$ cat config.mk
export PLATFORM = sky130hd
export DESIGN_NAME = wb_stage
export DESIGN_NICKNAME = d
export VERILOG_FILES = /design/src/rtl/wb_stage.sv
export SDC_FILE = /design/constraint.sdc
export NUM_CORES = 1
export LEC_CHECK = 0
export BUFFER_PORTS_ARGS = -buffer_cell sky130_fd_sc_hd__buf_2
export CELL_PAD_IN_SITES_DETAIL_PLACEMENT = 0
export CELL_PAD_IN_SITES_GLOBAL_PLACEMENT = 2
export CORE_UTILIZATION = 27
export DETAILED_ROUTE_END_ITERATION = 8
export GPL_TIMING_DRIVEN = 0
export PLACE_DENSITY = 0.77
export SKIP_CTS_REPAIR_TIMING = 1
export SLEW_MARGIN = 20
export SYNTH_ARGS = -nofsm -noshare
export SYNTH_HDL_FRONTEND = slang
export SYNTH_SLANG_ARGS = --single-unit
$ cat constraint.sdc
create_clock -name clk -period 2.5 [get_ports clk]
set_input_delay 0.375 -clock clk [delete_from_list [all_inputs] [get_ports clk]]
set_output_delay 0.375 -clock clk [all_outputs]
set_load 0.02 [all_outputs]
$ cat src/rtl/wb_stage.sv
// rtl/wb_stage.sv - writeback stage: load formatting, result mux, FPU wait with timeout
// Optional FP register-file lane enabled by defining WB_STAGE_FP_EN.
module wb_stage #(
  parameter int DWIDTH      = 32,
  parameter int FPU_TIMEOUT = 64
) (
  input  logic              clk,
  input  logic              rst,
  input  logic              in_valid,
  output logic              in_ready,
  input  logic [1:0]        in_wb_sel,
  input  logic [1:0]        in_fp_wb_sel,
  input  logic [1:0]        in_dout_sel,
  input  logic [3:0]        in_mask,
  input  logic              in_mask_un,
  input  logic              in_regwen,
  input  logic              in_fpregwen,
  input  logic [4:0]        in_rd,
  input  logic [4:0]        in_fp_rd,
  input  logic [DWIDTH-1:0] in_alu,
  input  logic [DWIDTH-1:0] in_pc,
  input  logic [DWIDTH-1:0] bios_dout,
  input  logic [DWIDTH-1:0] dmem_dout,
  input  logic [DWIDTH-1:0] io_dout,
  input  logic [DWIDTH-1:0] fpu_result,
  input  logic              fpu_valid,
  output logic              fpu_ack,
  output logic              fpu_err,
  output logic              rf_we,
  output logic [4:0]        rf_wa,
  output logic [DWIDTH-1:0] rf_wd,
  output logic              fprf_we,
  output logic [4:0]        fprf_wa,
  output logic [DWIDTH-1:0] fprf_wd
);
  localparam logic [1:0] WB_MEM    = 2'd0;
  localparam logic [1:0] WB_ALU    = 2'd1;
  localparam logic [1:0] WB_PC4    = 2'd2;
  localparam logic [1:0] WB_FPU    = 2'd3;
  localparam logic [1:0] FP_WB_MEM = 2'd0;
  localparam logic [1:0] FP_WB_FPU = 2'd1;
  localparam logic [1:0] DOUT_BIOS = 2'd0;
  localparam logic [1:0] DOUT_DMEM = 2'd1;
  localparam logic [1:0] DOUT_IO   = 2'd2;
  localparam logic [7:0] TIMEOUT_LAST = 8'(FPU_TIMEOUT - 1);

  typedef enum logic {IDLE, WAIT} state_t;
  state_t state_q, state_d;

  logic              valid_q, valid_d;
  logic [7:0]        cnt_q, cnt_d;
  logic              err_q;
  logic              held_q;
  logic [DWIDTH-1:0] hold_q;
  logic [1:0]        wb_sel_q, dout_sel_q;
  logic [3:0]        mask_q;
  logic              mask_un_q, regwen_q;
  logic [4:0]        rd_q;
  logic [DWIDTH-1:0] alu_q, pc_q;

  logic              transfer, need_fpu_in, fire, timeout, lanes_go;
  logic [DWIDTH-1:0] raw_dout, mem_data, load_data, int_res;

  function automatic logic [31:0] fmt_load(input logic [31:0] d, input logic [3:0] m,
                                           input logic un);
    logic [31:0] r;
    r = '0;
    case (m)
      4'b0001: r = {{24{~un & d[7]}},  d[7:0]};
      4'b0010: r = {{24{~un & d[15]}}, d[15:8]};
      4'b0100: r = {{24{~un & d[23]}}, d[23:16]};
      4'b1000: r = {{24{~un & d[31]}}, d[31:24]};
      4'b0011: r = {{16{~un & d[15]}}, d[15:0]};
      4'b1100: r = {{16{~un & d[31]}}, d[31:16]};
      4'b1111: r = d;
      default: r = '0;
    endcase
    return r;
  endfunction

  assign in_ready = (state_q == IDLE);
  assign transfer = in_valid & in_ready;

  always_comb begin
    raw_dout = '0;
    case (dout_sel_q)
      DOUT_BIOS: raw_dout = bios_dout;
      DOUT_DMEM: raw_dout = dmem_dout;
      DOUT_IO:   raw_dout = io_dout;
      default:   raw_dout = '0;
    endcase
  end

  // After the first WAIT cycle the memory has moved on; use the captured copy.
  assign mem_data  = held_q ? hold_q : raw_dout;
  assign load_data = fmt_load(mem_data, mask_q, mask_un_q);

  always_comb begin
    int_res = load_data;
    case (wb_sel_q)
      WB_ALU:  int_res = alu_q;
      WB_PC4:  int_res = pc_q + DWIDTH'(4);
      WB_FPU:  int_res = fpu_result;
      default: int_res = load_data;
    endcase
  end

  always_comb begin
    state_d  = state_q;
    valid_d  = transfer;
    cnt_d    = '0;
    fire     = 1'b0;
    timeout  = 1'b0;
    lanes_go = 1'b0;
    case (state_q)
      IDLE: begin
        lanes_go = valid_q;
        if (transfer && need_fpu_in) state_d = WAIT;
      end
      WAIT: begin
        valid_d = 1'b1;
        cnt_d   = cnt_q + 8'd1;
        if (fpu_valid) begin
          fire     = 1'b1;
          lanes_go = 1'b1;
          state_d  = IDLE;
          valid_d  = 1'b0;
          cnt_d    = '0;
        end else if (cnt_q == TIMEOUT_LAST) begin
          timeout  = 1'b1;
          lanes_go = 1'b1;
          state_d  = IDLE;
          valid_d  = 1'b0;
          cnt_d    = '0;
        end
      end
      default: state_d = IDLE;
    endcase
  end

  assign fpu_ack = rst & fire;
  assign fpu_err = err_q;
  assign rf_we   = rst & lanes_go & regwen_q & (rd_q != 5'd0) & ~(timeout & (wb_sel_q == WB_FPU));
  assign rf_wa   = rd_q;
  assign rf_wd   = int_res;

  always_ff @(posedge clk) begin
    if (!rst) begin
      state_q    <= IDLE;
      valid_q    <= 1'b0;
      cnt_q      <= '0;
      err_q      <= 1'b0;
      held_q     <= 1'b0;
      hold_q     <= '0;
      wb_sel_q   <= '0;
      dout_sel_q <= '0;
      mask_q     <= '0;
      mask_un_q  <= 1'b0;
      regwen_q   <= 1'b0;
      rd_q       <= '0;
      alu_q      <= '0;
      pc_q       <= '0;
    end else begin
      state_q <= state_d;
      valid_q <= valid_d;
      cnt_q   <= cnt_d;
      if (timeout) err_q <= 1'b1;
      if (transfer) begin
        held_q     <= 1'b0;
        wb_sel_q   <= in_wb_sel;
        dout_sel_q <= in_dout_sel;
        mask_q     <= in_mask;
        mask_un_q  <= in_mask_un;
        regwen_q   <= in_regwen;
        rd_q       <= in_rd;
        alu_q      <= in_alu;
        pc_q       <= in_pc;
      end else if (state_q == WAIT && !held_q) begin
        hold_q <= raw_dout;
        held_q <= 1'b1;
      end
    end
  end

`ifdef WB_STAGE_FP_EN
  logic [1:0] fp_wb_sel_q;
  logic       fpregwen_q;
  logic [4:0] fp_rd_q;

  assign need_fpu_in = (in_regwen & (in_wb_sel == WB_FPU)) |
                       (in_fpregwen & (in_fp_wb_sel == FP_WB_FPU));
  assign fprf_we = rst & lanes_go & fpregwen_q & ~(timeout & (fp_wb_sel_q == FP_WB_FPU));
  assign fprf_wa = fp_rd_q;
  assign fprf_wd = (fp_wb_sel_q == FP_WB_FPU) ? fpu_result : load_data;

  always_ff @(posedge clk) begin
    if (!rst) begin
      fp_wb_sel_q <= FP_WB_MEM;
      fpregwen_q  <= 1'b0;
      fp_rd_q     <= '0;
    end else if (transfer) begin
      fp_wb_sel_q <= in_fp_wb_sel;
      fpregwen_q  <= in_fpregwen;
      fp_rd_q     <= in_fp_rd;
    end
  end
`else
  logic unused_fp;

  assign need_fpu_in = in_regwen & (in_wb_sel == WB_FPU);
  assign fprf_we     = 1'b0;
  assign fprf_wa     = '0;
  assign fprf_wd     = '0;
  assign unused_fp   = ^{in_fp_wb_sel, in_fpregwen, in_fp_rd, FP_WB_MEM, FP_WB_FPU};
`endif

endmodule

Word-level counts from Yosys, hierarchy flattened. Index checks and enable logic that the tools add are counted. Widths: inputs -> output; s select.

Output and inout bits: 79. Register bits: 123.

Add/sub/neg operators: 2. Equal/unequal tests: 14. Multiplexer cells: 16. Bitwise operators: 17. Reductions and logical operators: 8.

Operator list (count): $pmux 32 s7 (1); $pmux 32 s3 (2); $add 32x3->32 const B (1); $mux 32 (1); $and 1x1->1 (12); $eq 4x4->1 const B (3); $mux 1 (10); $add 8x1->8 const B (1); $eq 2x2->1 const B (4); $eq 4x2->1 const B (2); $eq 8x6->1 const B (1); $not 1->1 (5); $reduce_bool 5->1 (1); $eq 2x1->1 const B (2); $eq 4x1->1 const B (1); $eq 4x3->1 const B (1); $pmux 1 s2 (2); $reduce_or 4->1 (1); $logic_and 1x1->1 (2); $logic_not 2->1 (1); $reduce_and 2->1 (1); $reduce_or 2->1 (1); $logic_not 1->1 (1).

Longest topological paths before layout.
Depth in word-level cells: 8. Depth in mapped cells: 8. Gate-level depth less buffers: 6.

Worst setup path after synthesis. Ideal clock, no wire load.

Path kind: reg-to-output. From: reg dout_sel_q[1]. To: out rf_wd[0]. Data arrival time: 1.941 ns. Path slack: 0.184 ns. Data required time: 2.125 ns. Buffers on the path: 3. Stages on the path, launching flop included: 9. Cells stage by stage: dfxtp_1 buf_4 buf_2 buf_2 mux2i_1 o221ai_1 o2bb2ai_1 a211oi_1 o21ai_0.

Longest elaborated chain between the ends: 5. Elaborated cells on any way between the ends: 7.

Ends and longest elaborated chain: from (decl) (line 55) `logic [1:0] wb_sel_q, dout_sel_q;`; from (signal assigned) (line 171) `dout_sel_q <= in_dout_sel;`; $eq 2x2->1, or another cell as far along (line 86) `case (dout_sel_q)`; $pmux 32 s3 (*) (line 86); $mux 32 (*) (line 95) `assign mem_data = held_q ? hold_q : raw_dout;`; $pmux 32 s7 (*) (line 68) `case (m)`; $pmux 32 s3 (*) (line 100) `case (wb_sel_q)`; to (decl) (line 31) `output logic [DWIDTH-1:0] rf_wd,`.

Mark *: on every way between the ends. The rest lies on a longest branch, timed or not.

Worst setup path after layout.
From: reg dout_sel_q[1]. To: out rf_wd[6].

Same word-level chain as after synthesis.

==> impl_results.md <==
* Outcome: finished with violations
* Failing checks: DRC, setup timing
* Yosys top cell by area: dfxtp_1
* Die width at between 150 and 200 µm
* RSZ-0062 raised after global routing: true
* Critical-path cell list: buf_12, buf_12, buf_12, mux2i_2, o211ai_1, a32oi_1, o211ai_1, a221o_1, buf_6
* Critical path class: flop to primary output
* Nets at 1,571
* EDFF count, synth at 0
* Clk buf depth at 2
* Top cell by count, worst path: buf_12
* Overflow after GRT at 0
* Most frequent cells in the layout: buf_2 (241), nand2_1 (199), dfxtp_1 (114)
* Crit-path max FO at 8
* Dominant synthesized flop cell: dfxtp_1
* Placer congestion estimate at 0.9433
* Hold Violations, Final at 0
* Tightest slew margin relative to the limit at between 40% and 50%
* CP endpoint kind: primary output
* Clock share of power at 39.5%
* Power Density at 528.6 nW/µm²
* Ys Warns at 0
* Internal power at 4.043 mW
* Synth Cell Area at between 7000 and 8000 µm²
* Hold_ws at between 150 and 200 ps
* Vias per inst at 4.949
* Core Area at around 29,000 µm²
* Crit path required time at 2120 ps
* Final min period at approximately 3100 ps
* # Max-Cap Violations at 0
* Synth top area share at ~31%
* Avg WL per Cell at ~20 µm
* First-pass GRT wire length at ~51,000 µm
* DRC marker count from the first detailed-route iteration at around 560
* Worst-case vdd ir drop at around 320 µV
* Post-route antenna net violation count at 0
* Via Count at 8,646
* Number of global-route vias before repair at around 8,300
* Fraction of registers with async set/reset at 0%
* Share of post-route cells with drive strength above 1 at around two fifths
* Unique masters post-synth at 67
* ANT cells at 0
* Pin count of the biggest net entering global routing at 17
* Combinational fraction of design power at 24.9%
* Worst skew pair latency at about 430 ps
* DR pass1 iterations at 9
* IO Port Bufs at ~250
* Setup ws final at -623.2 ps
* Die area at just under 30,000 µm²
* DRC at 1
* Root buf cell: clkbuf_16
* All-layer global routing usage at 22.73%
* Pre-CTS setup slack at -914.3 ps
* Post-synthesis sequential area ratio at between 30 and 40%
* Synthesis-to-layout area growth at 43.91%
* Worst Tran Pin Value at slightly below 900 ps
* CTS Buf Count at 17
* Slew Limit Fails at 0
* P_leak at between 4 and 5 nW
* Row count at slightly above 60
* Initial Utilization at 27.42%
* #FFs+latches synth at between 100 and 150
* Die Y at about 170 µm
* Max stage delay cell, worst path: a221o_1
* Synth top area cells: dfxtp_1 (31%), nand2_1 (9.5%), mux2_2 (6.7%)
* Sw frac at 32.47%
* Crit path DAT at about 2800 ps
* Area of placed instances at 9746 µm²
* Clock skew at about 11 ps
* Most common cell after layout, fill and taps aside: buf_2
* CTS H-tree depth at 4
* P_sw at around 1.9 mW
* Achievable frequency at between 0.3 and 0.4 GHz
* Cell family with most CP delay: compound AO/OA/AOI/OAI gates
* Seq pwr share at about 36%
* Worst-path clk slew at approximately 60 ps
* Initial antenna violation count at 0
* Total power draw at ~6.0 mW
* Post-Synthesis Cells at about 1,000
* Final setup fails at 32
* Post-synthesis area per instance at approximately 8 µm²
* Tcrit/Tclk final at 124.9%
* WL final at 35,430 µm
* Worst path buffer plus inverter count at 4
* Crit-path max cell delay at between 400 and 500 ps
* Clock Sinks at between 100 and 150
* Final core utilization at ~39%
* TritonCTS clock tree: yes
* I/O pins at approximately 300
* HP Class: input pin to flop
* Critical path launch point type: flop
* Post-DP HPWL at about 28,000 µm
* Final instance area at roughly 11,000 µm²
[path summary, 6_finish.rpt]
path / from / to / slack, ps / cells after the start
max reg2reg: held_q / hold_q[13] / 190 / 7
min: in_pc[12] / pc_q[12] / 170 / 3
max: dout_sel_q[1] / rf_wd[6] / -620 / 9
min reg2reg: alu_q[29] / alu_q[29] / 450 / 2
[area by class of cell]
type,count,area (µm²)
buffer,113,721.9
clock buffer,18,429.2
clock inverter,14,122.6
fill,3161,17380
inverter,22,86.33
multi-input combinational,785,5369
sequential,123,2476
tap,384,480.5
timing repair buffer,288,1640
[cell families after synthesis]
| group | share of synthesized area, % |
|---|---|
| buffers and inverters | 8.855 |
| AOI/OAI and AO/OA | 21.91 |
| DFF | 31.29 |
| other | 0.04765 |
| muxes | 9.269 |
| and+or+nand+nor | 24.53 |
| adders and majority gates | 0.3179 |
| xor gates and xnor gates | 3.784 |
[routing by layer]
| metal | global-route usage, % | vias to the layer above | share of wire, % |
|---|---|---|---|
| li1 | - | 4229 | - |
| met1 | 30.16 | 4019 | 45 |
| met2 | 37.40 | 351 | 47 |
| met3 | 3.584 | 47 | 6.1 |
| met4 | 7.706 | 0 | 2.6 |
| met5 | 0 | - | 0 |
[worst reg2reg max path: stages (launching register included)]
cell	delay (ps)
dfxtp_2	370
clkbuf_2	260
buf_4	290
nor2_2	370
clkbuf_1	470
o221ai_1	240
o21ai_0	130
nor2_1	50
[Yosys cell counts, types with 5 or more instances]
cell type / n
nand4_1: 9
a22oi_1: 23
and3_1: 5
dfxtp_1: 123
nor4bb_1: 9
o22ai_1: 7
nor4_1: 5
buf_2: 11
clkbuf_1: 55
nor3_1: 22
a221oi_1: 12
nor2_1: 73
nand2b_1: 16
a211oi_1: 9
a311oi_1: 9
mux2i_1: 20
inv_1: 19
a21oi_1: 86
nand2_1: 199
o221ai_1: 10
buf_4: 41
nor3_2: 8
o21ai_0: 10
a221o_1: 5
o2bb2ai_1: 11
mux2_2: 47
nand3_1: 21
buf_1: 6
o211ai_2: 11
a32oi_1: 9
xnor2_1: 22
xor2_1: 12
o211ai_1: 21
[stage by stage]
stage	TNS (ps)	std cells
after floorplan	0	1045
after global placement	-19010	1680
after detailed placement	-18140	1680
after CTS	-33470	1712
after global routing	-18810	1747
final	-16270	1747
[power groups by stage]
stage                     Sequential (mW)  Clock, mW  Combinational [mW]
after floorplan                      2.15          0               0.736
after global placement               2.17          0                1.26
after detailed placement             2.17          0                1.27
after CTS                            2.12       2.40                1.27
after global routing                 2.14       2.49                1.59
final                                2.13       2.36                1.49
[state kept, by name (all words and copies together) (netlist names)]
| name | count |
|---|---|
| alu_q | 32 |
| cnt_q | 8 |
| dout_sel_q | 2 |
| fpu_err | 1 |
| held_q | 1 |
| hold_q | 32 |
| mask_q | 4 |
| mask_un_q | 1 |
| pc_q | 32 |
| regwen_q | 1 |
| rf_wa | 5 |
| state_q | 1 |
| valid_q | 1 |
| wb_sel_q | 2 |
Note: power is estimated with default switching activity, not from simulation.
